<file path="src/rtl/uart_receiver.sv">
// uart_receiver: 8E1 UART deserializer with parity/stop checking and a one-cycle valid pulse
module uart_receiver #(
  parameter int CLKS_PER_BIT = 1
) (
  input  logic       clk,
  input  logic       reset_n,
  input  logic       RXD,
  output logic [7:0] RX_Data,
  output logic       rx_valid,
  output logic       parity_error,
  output logic       frame_error,
  output logic       busy
);
  localparam int HALF = (CLKS_PER_BIT - 1) / 2;
  localparam int CW = CLKS_PER_BIT > 1 ? $clog2(CLKS_PER_BIT) : 1;
  localparam logic [CW-1:0] HALF_C = CW'(HALF);
  localparam logic [CW-1:0] LAST = CW'(CLKS_PER_BIT - 1);
  typedef enum logic [2:0] {IDLE, START, DATA, PARITY, STOP, RECOVER} state_t;
  state_t state, state_n;
  logic [CW-1:0] cnt, cnt_n;
  logic [2:0] idx, idx_n;
  logic [7:0] shreg, shreg_n, data_n;
  logic par, par_n, valid_n, pe_n, fe_n, tick;
  assign tick = cnt == LAST;
  assign busy = state != IDLE;
  always_comb begin
    state_n = state;
    cnt_n = cnt;
    idx_n = idx;
    shreg_n = shreg;
    par_n = par;
    data_n = RX_Data;
    valid_n = 1'b0;
    pe_n = 1'b0;
    fe_n = 1'b0;
    case (state)
      IDLE: if (!RXD) begin
        state_n = HALF == 0 ? DATA : START;
        cnt_n = CW'(HALF != 0);
      end
      START: begin
        cnt_n = cnt + CW'(1);
        if (cnt == HALF_C) begin
          state_n = RXD ? IDLE : DATA;
          cnt_n = '0;
        end
      end
      DATA: begin
        cnt_n = tick ? '0 : cnt + CW'(1);
        if (tick) begin
          shreg_n = {RXD, shreg[7:1]};
          idx_n = idx + 3'd1;
          state_n = idx == 3'd7 ? PARITY : DATA;
        end
      end
      PARITY: begin
        cnt_n = tick ? '0 : cnt + CW'(1);
        if (tick) begin
          par_n = RXD;
          state_n = STOP;
        end
      end
      STOP: begin
        cnt_n = tick ? '0 : cnt + CW'(1);
        if (tick) begin
          data_n = shreg;
          valid_n = 1'b1;
          pe_n = (^shreg) ^ par;
          fe_n = ~RXD;
          state_n = RXD ? IDLE : RECOVER;
        end
      end
      // a low line after a bad stop bit must not look like a fresh start bit
      RECOVER: state_n = RXD ? IDLE : RECOVER;
      default: state_n = IDLE;
    endcase
  end
  always_ff @(posedge clk or negedge reset_n)
    if (!reset_n) begin
      state <= IDLE;
      cnt <= '0;
      idx <= '0;
      shreg <= '0;
      par <= 1'b0;
      RX_Data <= '0;
      rx_valid <= 1'b0;
      parity_error <= 1'b0;
      frame_error <= 1'b0;
    end else begin
      state <= state_n;
      cnt <= cnt_n;
      idx <= idx_n;
      shreg <= shreg_n;
      par <= par_n;
      RX_Data <= data_n;
      rx_valid <= valid_n;
      parity_error <= pe_n;
      frame_error <= fe_n;
    end
endmodule

</file>
<file path="config.mk">
export PLATFORM = sky130hd
export DESIGN_NAME = uart_receiver
export DESIGN_NICKNAME = d
export VERILOG_FILES = /design/src/rtl/uart_receiver.sv
export SDC_FILE = /design/constraint.sdc
export NUM_CORES = 1
export LEC_CHECK = 0
export CORE_UTILIZATION = 56
export DETAILED_ROUTE_END_ITERATION = 16
export HOLD_SLACK_MARGIN = 0.15
export PLACE_DENSITY_LB_ADDON = 0.3
export SYNTH_ARGS = -nofsm -noshare
export SYNTH_HDL_FRONTEND = slang
export SYNTH_SLANG_ARGS = --single-unit
</file>
<file path="constraint.sdc">
create_clock -name clk -period 3.8 [get_ports clk]
set_input_delay 0.76 -clock clk [delete_from_list [all_inputs] [get_ports clk]]
set_output_delay 0.76 -clock clk [all_outputs]
set_load 0.02 [all_outputs]
</file>
### Word level (Yosys, flattened, before mapping)

Cells that the tools add are included.

* output and inout port bits: 12
* input bits: 3
* register bits: 27

* equal/unequal tests: 11
* bitwise operators: 3
* reduce and logical (&&, ||, !) cells: 10
* muxes and demuxes: 18
* add/sub/neg operators: 2

Operator list (count)
* 3-bit two-way mux: 6
* 3-bit one-hot mux with 6 select lines: 1
* 2-bit inequality test, second input constant: 5
* 3-bit equality test, second input constant: 3
* 1-bit two-way mux: 9
* 2-bit AND reduction: 4
* 8-bit XOR reduction: 1
* 3-bit by 2-bit equality test with 1-bit output, second input constant: 2
* 5-bit AND reduction: 1
* 4-bit OR reduction: 1
* 3-bit by 1-bit adder with 3-bit output, second input constant: 1
* 3-bit by 1-bit equality test with 1-bit output, second input constant: 1
* 3-bit logical NOT: 1
* 3-bit nonzero test: 1
* 2-bit two-way mux: 1
* 1-bit inverter: 2
* 1-bit one-hot mux with 2 select lines: 1
* 2-bit nonzero test: 1
* 1-bit adder, second input constant: 1
* 1-bit XOR: 1

### Longest topological paths before layout

Gate-level depths: netlist of run 1.

* depth in word-level cells: 4
* depth in mapped cells: 4
* mapped depth without buffers: 4

### Least setup slack after synthesis of run 1

Ideal clock, no wire load.

* kind: register to output
* from: reg state[1]
* to: out busy
* path buffers: 0
* stages on the path, launching flop included: 2
* data required time: 3.040 ns
* arrival time: 0.879 ns
* setup slack: 2.161 ns
* path through: dfrtp_1 -> or3_1

* word-level cells in the longest chain between the ends: 1

Ends and longest elaborated chain
* from (decl): line 19 `state_t state, state_n;`
* from (signal assigned): line 90 `state <= state_n;`
* 3-bit nonzero test: line 25 `assign busy = state != IDLE;`
* to (decl): line 12 `output logic busy`

Every way passes these cells.

### Final worst setup path of run 1

Same ends and word-level chain as after synthesis.

==> flow_summary.yaml, run 1 <==
pwr:
  switching_share_pct: 32.0
  pwr_density_cell_mw_per_mm2: 984
  total_leakage_power_nw: 0.579
  clock_power_share_pct: 14.7
  seq_power_share_pct: 38.8
  comb_power_share_pct: 46.5
  power_switching_mw: 0.410
  cellInternalPower_mw: 0.870
  irDropWorstVdd_mv: 0.667
critical_path:
  cp_max_fo: 8
  setup.worst_path.start: "state[1]$_DFFE_PN0P_"
  slack_of_the_worst_reg_to_reg_path_ps: 2080
  timing.reg2reg.worst_path_depth: 3
  sort_of_element_at_the_end_of_the_critical_path: "output pin"
  worst_setup_path_start_kind: "register"
  setup.worst_path.class: "reg -> out"
  critical_path.endpoint: "busy"
  worst_r2r_startpoint: "state[1]$_DFFE_PN0P_"
  cp.required_ps: 3040
  reg2reg_to: "RX_Data[1]$_DFFE_PN0N_"
  critical_path_arrival_ps: 1690
layout:
  design.final.nets: 93
  layout-drive-gt1-share_pct: 28.7
  synthToLayoutAreaGrowth_pct: 21.4
  antennaDiodeCount: 0
  final_core_utilization_pct: 73.8
  fillerInstances: 136
sta:
  skew_ps: 3.84
  timing_hold_violations_final: 0
  final.hold.worst_slack_ps: 484
  period_minus_slack_ps: 2450
  fmaxAchievable_ghz: 0.407
  post-route-period-util_pct: 64.6
  slew-limit-headroom_pct: 25.7
  maxSlewViolCount: 0
  rsz_0062_raised_after_global_routing: "no"
  number_of_setup_violations_in_the_final_report: 0
  worst_slew_pin_slew_ps: 1110
  finalSetupTns_ps: 0
grt:
  antenna_found_initial: 0
  grt_first_pass_wirelength_mm: 2.69
  grtUsageTotal_pct: 19.0
  grt.overflow.total: 0
  grt_start_max_net_pins: 27
  grt_pass1_vias: 585
routing:
  post_detailed_routing_wire_length_mm: 1.57
  drt-pass1-iter-count: 4
  route.antenna.remaining_nets: 0
  via_per_inst: 5.28
  wl_met1_um: 765
  route.top_layer_used: "met4"
  met2_length_um: 729
  vias: 591
  drt-initial-drc-count: 3
  drcViolationCount: 0
  wl_met3_um: 50
  wl_per_cell_um: 14.0
cts:
  cts_inserted_buffers: 3
  tritoncts_clock_tree: "done"
  cts_setup_buffers: 0
  hold_fix_buffers_at_cts: 0
  cts_buffer_depth: 2
  clk_pin_slew_worst_paths_ps: 140
  cts_num_sinks: 26
  clockRootBuffer: "sky130_fd_sc_hd__clkbuf_4"
  post_cts_resized: 0
  cts.htree.levels: 1
  clk_latency_ps: 320
synthesis:
  post_synthesis_instance_area_mm2: 0.00107
  synth.yosys.seq_area_share_pct: 60.7
  netlist_instances: 69
  ys.warnings.count: 0
  synthesis.area_per_instance_um2: 15.5
  synth_cell_types: 17
  ys_seq_elements: 26
  mappedNetlistNets: 74
floorplan:
  die_h_um: 45.8
  num_rows: 15
  initial_standard_cell_utilization_of_the_core_pct: 60.8
  ioPinCount: 15
  die_w_um: 45.8
  placeableCoreArea_mm2: 0.00176
  fp.dieArea_mm2: 0.00209
job:
  cap_violations: 0
place:
  io_buffers: 14
  hpwl_mm: 1.14
  place_congestion: 0.707
hold_path:
  worst_hold_path_type: "reg -> reg"
run_status:
  run_status: "finished clean"
sequential cells by signal, indices dropped and copies added (netlist names):
register and flops:
RX_Data 8, frame_error 1, idx 3, par 1
parity_error 1, rx_valid 1, shreg 8, state 3
power by group through the flow:
| stage | logic [mW] | clock network (mW) | registers (mW) |
|---|---|---|---|
| CTS | 0.604 | 0.192 | 0.499 |
| finish | 0.595 | 0.188 | 0.497 |
| floorplan | 0.381 | 0 | 0.532 |
| global route | 0.637 | 0.201 | 0.519 |
| global placement | 0.575 | 0 | 0.496 |
| detailed placement | 0.600 | 0 | 0.506 |
through the flow:
step	cells	worst slack [ps]	cell area, um2	power, mW
6_report	112	1350	1300	1.28
3_3_place_gp	108	1690	1250	1.07
5_1_grt	112	1270	1300	1.36
3_5_place_dp	108	1670	1250	1.11
2_1_floorplan	69	2160	1070	0.913
4_1_cts	112	1340	1300	1.29
synthesized netlist by cell type (all sizes together):
library cell / n / area share, %
dfrtp: 26 / 61
mux2: 19 / 20
buf: 2 / 0.93
ha: 2 / 2.3
nand2: 2 / 0.70
nor2b: 2 / 1.2
nor3b: 2 / 1.4
o21ai: 2 / 0.93
xnor2: 2 / 1.6
xnor3: 2 / 4.2
xor2: 2 / 1.6
a211oi: 1 / 0.70
mux2i: 1 / 0.93
nand2b: 1 / 0.58
nand3b: 1 / 0.70
or3: 1 / 0.58
or4b: 1 / 0.93
placed cells by master, fill, tap and decap left out:
cell type and count:
sky130_fd_sc_hd__clkdlybuf4s50_1 14, sky130_fd_sc_hd__xnor2_1 2, sky130_fd_sc_hd__xnor3_1 2, sky130_fd_sc_hd__nand3b_1 1, sky130_fd_sc_hd__a211oi_1 1, sky130_fd_sc_hd__clkbuf_4 3, sky130_fd_sc_hd__bufinv_16 1, sky130_fd_sc_hd__dfrtp_1 26
sky130_fd_sc_hd__mux2i_1 1, sky130_fd_sc_hd__mux2_2 19, sky130_fd_sc_hd__o21ai_0 2, sky130_fd_sc_hd__ha_1 2, sky130_fd_sc_hd__xor2_1 2, sky130_fd_sc_hd__or4b_1 1, sky130_fd_sc_hd__nand2b_1 1, sky130_fd_sc_hd__buf_4 2
sky130_fd_sc_hd__nor3b_1 2, sky130_fd_sc_hd__or3_1 1, sky130_fd_sc_hd__nor2b_1 2, sky130_fd_sc_hd__nand2_1 2
logic make-up after synthesis:
| family | count (synthesis) | synth area share [%] |
|---|---|---|
| flops | 26 | 60.7 |
| compound gates | 3 | 1.63 |
| xor+xnor | 6 | 7.47 |
| mux | 20 | 20.9 |
| buf+inv | 2 | 0.934 |
| fa+ha+maj | 2 | 2.33 |
| simple gates | 10 | 6.07 |
how the worst min path moves through the flow:
stage                             from                 end  cells after the start
finish              idx[0]$_DFFE_PN0P_  idx[0]$_DFFE_PN0P_                      1
global route        idx[0]$_DFFE_PN0P_  idx[0]$_DFFE_PN0P_                      1
CTS                 idx[0]$_DFFE_PN0P_  idx[0]$_DFFE_PN0P_                      1
detailed placement  idx[0]$_DFFE_PN0P_  idx[0]$_DFFE_PN0P_                      1
global placement    idx[0]$_DFFE_PN0P_  idx[0]$_DFFE_PN0P_                      1
floorplan           idx[0]$_DFFE_PN0P_  idx[0]$_DFFE_PN0P_                      1
layout make-up:
class                      count  area, um2  share of cell area [%]
timing repair buffer          16        155                    11.9
clock buffer                   3       22.5                    1.73
multi-input combinational     41        412                    31.6
clock inverter                 1       30.0                    2.31
tap                           25       31.3                    2.40
sequential                    26        651                    50.0
routing by layer:
layer	up-vias	global-route usage, %
li1	277	-
met2	15	28.0
met5	-	0
met3	4	4.76
met1	295	27.3
met4	0	7.06
worst max-delay path, stage by stage, from the launching register on:
cell	delay, ps
sky130_fd_sc_hd__dfrtp_1	460
sky130_fd_sc_hd__or3_1	380
sky130_fd_sc_hd__clkdlybuf4s50_1	540
(Power assumes the default switching activity.)
==> run 2: changes to the inputs <==
Settings changed: CORE_UTILIZATION 56 to 47.
Clock period 3.8 ns to 2.1 ns, I/O delays scaled along.
==> run 2 against run 1 <==
Via count shrank 0.17%. Total power grew 79%. Final cell count grew 2.7%. Register-to-register slack lost 1600 ps. Non-clock buffer count grew 1. Critical path depth is the same. Setup slack lost 1100 ps. Routed wire length grew 3.1%. Critical endpoint unchanged.
==> flow_summary.yaml, run 2 (synthesis gave the netlist of run 1 again) <==
grt:
  grt.overflow.total: 0
  antenna_found_initial: 0
  grt_pass1_vias: 616
  grtUsageTotal_pct: 15.1
  grt_start_max_net_pins: 27
  grt_first_pass_wirelength_mm: 2.82
cts:
  cts.htree.levels: 1
  clockRootBuffer: "sky130_fd_sc_hd__clkbuf_4"
  clk_pin_slew_worst_paths_ps: 150
  tritoncts_clock_tree: "done"
  cts_buffer_depth: 2
  cts_num_sinks: 26
  clk_latency_ps: 320
  cts_inserted_buffers: 3
  hold_fix_buffers_at_cts: 0
  post_cts_resized: 1
  cts_setup_buffers: 0
critical_path:
  worst_setup_path_start_kind: "register"
  cp_max_fo: 8
  critical_path_arrival_ps: 1470
  cp.required_ps: 1680
  setup.worst_path.class: "reg -> out"
  worstPathCellList: "or3_1 > dlygate4sd2_1"
  cp.buffers_inverters: 1
  instance_count_on_the_critical_path: 2
  crit_slowest_cell: "sky130_fd_sc_hd__dfrtp_1"
  timing.reg2reg.worst_path_depth: 3
  maximum_cell_stage_delay_along_the_critical_path_ps: 470
  critical_path.top_delay_family: "flip-flops"
  sort_of_element_at_the_end_of_the_critical_path: "output pin"
run_status:
  run_status: "finished clean"
layout:
  synthToLayoutAreaGrowth_pct: 22.2
  design.final.nets: 94
  layout_common_cells: "sky130_fd_sc_hd__dfrtp_1, sky130_fd_sc_hd__mux2_2, sky130_fd_sc_hd__clkdlybuf4s50_1"
  mostFrequentLayoutCell: "sky130_fd_sc_hd__dfrtp_1"
  antennaDiodeCount: 0
  stdcell_area_mm2: 0.00131
  largestRegisters: "RX_Data (8), shreg (8)"
  layout-drive-gt1-share_pct: 29.5
  final_core_utilization_pct: 63.5
  layoutNonFillerInstCount: 115
pwr:
  cellInternalPower_mw: 1.56
  total_leakage_power_nw: 0.583
  comb_power_share_pct: 45.8
  pwr_density_cell_mw_per_mm2: 1750
  irDropWorstVdd_mv: 1.26
  seq_power_share_pct: 39.4
  p_total_mw: 2.29
  switching_share_pct: 31.6
  power_switching_mw: 0.724
  clock_power_share_pct: 14.9
place:
  hpwl_mm: 1.13
  io_buffers: 14
  placement.setup.worst_slack_ps: 343
  dp.cells: 111
  place_congestion: 0.714
  placed_cell_area_mm2: 0.00126
sta:
  layout_setup_ws_ps: 209
  finalSetupTns_ps: 0
  post-route-period-util_pct: 90.0
  maxSlewViolCount: 0
  fmaxAchievable_ghz: 0.529
  number_of_setup_violations_in_the_final_report: 0
  skew_ps: 12.5
  slew-limit-headroom_pct: 78.9
  worst_slew_pin_slew_ps: 316
  period_minus_slack_ps: 1890
  rsz_0062_raised_after_global_routing: "no"
  timing_hold_violations_final: 0
  final.hold.worst_slack_ps: 443
floorplan:
  num_rows: 16
  placeableCoreArea_mm2: 0.00206
  initial_standard_cell_utilization_of_the_core_pct: 52.0
  die_h_um: 49.8
  fp.dieArea_mm2: 0.00248
  die_w_um: 49.8
  ioPinCount: 15
routing:
  via_per_inst: 5.13
  route.antenna.remaining_nets: 0
  wl_per_cell_um: 14.0
  drcViolationCount: 0
  drt-initial-drc-count: 0
  vias: 590
  post_detailed_routing_wire_length_mm: 1.62
  drt-pass1-iter-count: 1
hold_path:
  worst_hold_path_type: "in -> async"
job:
  cap_violations: 0
[run 2: changes by cell type in the layout (fill, tap and decap cells not counted)]
cell / previous run / this run
sky130_fd_sc_hd__clkdlybuf4s50_1: 14 / 13
sky130_fd_sc_hd__buf_4: 2 / 3
sky130_fd_sc_hd__dlygate4sd2_1: 0 / 1
[run 2: layout make-up]
class                   count  area (um2)
well taps                  27        33.8
multi-input cells          41         412
clock buffers               3        22.5
clock inverters             1        30.0
repair buffers             17         161
flip-flops and latches     26         651
fillers                   162         752
[run 2: path summary, 6_finish.rpt]
kind	from	to	slack (ps)
max	state[1]$_DFFE_PN0P_	busy	210
min	reset_n	frame_error$_DFF_PN0_	440
max reg2reg	shreg[1]$_DFFE_PN0P_	parity_error$_DFF_PN0_	510
min reg2reg	idx[0]$_DFFE_PN0P_	idx[0]$_DFFE_PN0P_	480
max in group asynchronous	reset_n	idx[0]$_DFFE_PN0P_	1410
min in group clk	idx[0]$_DFFE_PN0P_	idx[0]$_DFFE_PN0P_	480
[run 2: worst reg2reg max path, stage by stage (launching register included)]
cell,delay [ps]
sky130_fd_sc_hd__dfrtp_1,420
sky130_fd_sc_hd__xnor3_1,440
sky130_fd_sc_hd__or4b_1,520
sky130_fd_sc_hd__mux2i_1,140
[run 2: power groups by stage]
stage	Combinational, mW	Sequential [mW]	Clock (mW)
after floorplan	0.690	0.962	0
after global placement	1.05	0.896	0
after detailed placement	1.07	0.915	0
after CTS	1.07	0.903	0.343
after global routing	1.14	0.934	0.359
final	1.05	0.901	0.341
[run 2: routing by layer]
layer,GRT usage (%),share of wire (%),up-vias
li1,-,-,282
met1,21.6,48,295
met2,23.4,49,11
met3,1.85,2.6,2
met4,5.71,0.74,0
met5,0,0,-
==> run 3: changes to the inputs <==
Settings changed: CORE_UTILIZATION 47 to 52.
Clock period 2.1 ns to 2 ns, I/O delays scaled along.
==> run 3 against run 2 <==
Final cell count unchanged. Clock-buffer cell count rose by 1. Sequential share of layout area up 0.62 points. Die area decreased by 9.2%. Combinational power grew 4%. Largest cell class unchanged. Total power increased by 0.23%. Critical path type unchanged. Global-route usage increased by 0.40 points. Design area down 1.2%. Setup slack got worse by 92 ps. Flip-flop and latch count unchanged. Non-clock buffer count did not move.
==> flow_summary.yaml, run 3 (synthesis gave the netlist of run 1 again) <==
routing:
  wl_per_cell_um: 13.0
  vias: 577
  via_per_inst: 5.02
  drcViolationCount: 0
  post_detailed_routing_wire_length_mm: 1.49
  drt-initial-drc-count: 2
  drt-pass1-iter-count: 2
  route.antenna.remaining_nets: 0
place:
  place_congestion: 0.625
  dp.cells: 111
  io_buffers: 14
pwr:
  irDropWorstVdd_mv: 1.05
  total_leakage_power_nw: 0.576
  pwr_density_cell_mw_per_mm2: 1770
layout:
  layout_common_cells: "sky130_fd_sc_hd__dfrtp_1, sky130_fd_sc_hd__mux2_2, sky130_fd_sc_hd__clkdlybuf4s50_1"
  final_core_utilization_pct: 66.6
  antennaDiodeCount: 0
  largestRegisters: "RX_Data (8), shreg (8)"
  layout-drive-gt1-share_pct: 29.5
  synthToLayoutAreaGrowth_pct: 20.7
  design.final.nets: 94
  mostFrequentLayoutCell: "sky130_fd_sc_hd__dfrtp_1"
  layoutNonFillerInstCount: 115
sta:
  maxSlewViolCount: 0
  post-route-period-util_pct: 94.1
  fmaxAchievable_ghz: 0.531
  slew-limit-headroom_pct: 79.3
  rsz_0062_raised_after_global_routing: "no"
  finalSetupTns_ps: 0
  worst_slew_pin_slew_ps: 311
  period_minus_slack_ps: 1880
  skew_ps: 6.37
  number_of_setup_violations_in_the_final_report: 0
  timing_hold_violations_final: 0
critical_path:
  critical_path.endpoint: "busy"
  worst_setup_path_start_kind: "register"
  cp_max_fo: 8
  timing.reg2reg.worst_path_depth: 3
  slack_of_the_worst_reg_to_reg_path_ps: 440
  setup.worst_path.class: "reg -> out"
  setup.worst_path.start: "state[1]$_DFFE_PN0P_"
  cp.required_ps: 1600
  critical_path_arrival_ps: 1480
  reg2reg_to: "parity_error$_DFF_PN0_"
  worst_r2r_startpoint: "shreg[1]$_DFFE_PN0P_"
  sort_of_element_at_the_end_of_the_critical_path: "output pin"
grt:
  grtUsageTotal_pct: 15.5
  grt_pass1_vias: 536
  grt_start_max_net_pins: 27
  grt_first_pass_wirelength_mm: 2.28
  antenna_found_initial: 0
  grt.overflow.total: 0
cts:
  tritoncts_clock_tree: "done"
  cts.htree.levels: 1
  clockRootBuffer: "sky130_fd_sc_hd__clkbuf_4"
  clk_latency_ps: 320
  clk_pin_slew_worst_paths_ps: 130
  cts_inserted_buffers: 3
  post_cts_resized: 1
  cts_buffer_depth: 2
  cts_num_sinks: 26
  cts_setup_buffers: 0
  hold_fix_buffers_at_cts: 0
job:
  cap_violations: 0
floorplan:
  ioPinCount: 15
  die_h_um: 47.4
  fp.dieArea_mm2: 0.00225
  placeableCoreArea_mm2: 0.00194
  num_rows: 16
  initial_standard_cell_utilization_of_the_core_pct: 55.2
  die_w_um: 47.4
run_status:
  run_status: "finished clean"
hold_path:
  worst_hold_path_type: "in -> async"
## run 3: cell count changes in the layout (fill, tap and decap cells not counted), sizes merged
cell    change
bufinv      -1
clkbuf      +1
## run 3: worst max-delay path, stage by stage, from the launching register on
cell	delay [ps]
sky130_fd_sc_hd__dfrtp_1	470
sky130_fd_sc_hd__or3_1	380
sky130_fd_sc_hd__dlygate4sd2_1	320
## run 3: stage by stage
| stage | worst slack [ps] | instance area (um2) | total power, mW | hold slack (ps) |
|---|---|---|---|---|
| 2_1_floorplan | 550 | 1070 | 1.73 | 104 |
| 3_3_place_gp | 286 | 1260 | 2.04 | 464 |
| 3_5_place_dp | 255 | 1260 | 2.07 | 474 |
| 4_1_cts | 99.6 | 1290 | 2.33 | 426 |
| 5_1_grt | 51.7 | 1290 | 2.45 | 448 |
| 6_report | 118 | 1290 | 2.29 | 427 |
## run 3: worst min-delay path by stage
| stage | from | endpoint | slack (ps) | cells after the start |
|---|---|---|---|---|
| after global placement | idx[0]$_DFFE_PN0P_ | idx[0]$_DFFE_PN0P_ | 460 | 1 |
| after floorplan | reset_n | RX_Data[0]$_DFFE_PN0N_ | 100 | 0 |
| after global routing | reset_n | RX_Data[0]$_DFFE_PN0N_ | 450 | 2 |
| final | reset_n | RX_Data[0]$_DFFE_PN0N_ | 430 | 2 |
| after detailed placement | idx[0]$_DFFE_PN0P_ | idx[0]$_DFFE_PN0P_ | 470 | 1 |
| after CTS | reset_n | RX_Data[0]$_DFFE_PN0N_ | 430 | 2 |
## run 3: where the power goes
group / total [mW] / internal, mW / leakage [nW] / switching, mW
registers: 0.943 / 0.760 / 0.324 / 0.183
clock network: 0.259 / 0.111 / 0.0210 / 0.148
logic: 1.09 / 0.679 / 0.230 / 0.413
## run 3: per-layer routing
metal,part of all wire (%),global-route usage [%],vias to the layer above
li1,-,-,280
met1,48,21.6,288
met2,49,22.7,7
met3,2.1,2.26,2
met4,0.94,10.3,0
met5,0,0,-
## run 3: area by class of cell
cell class | instances | area (um2)
repair buffers | 17 | 161
flip-flops and latches | 26 | 651
clock buffers | 4 | 36.3
fillers | 157 | 648
well taps | 27 | 33.8
multi-input cells | 41 | 412
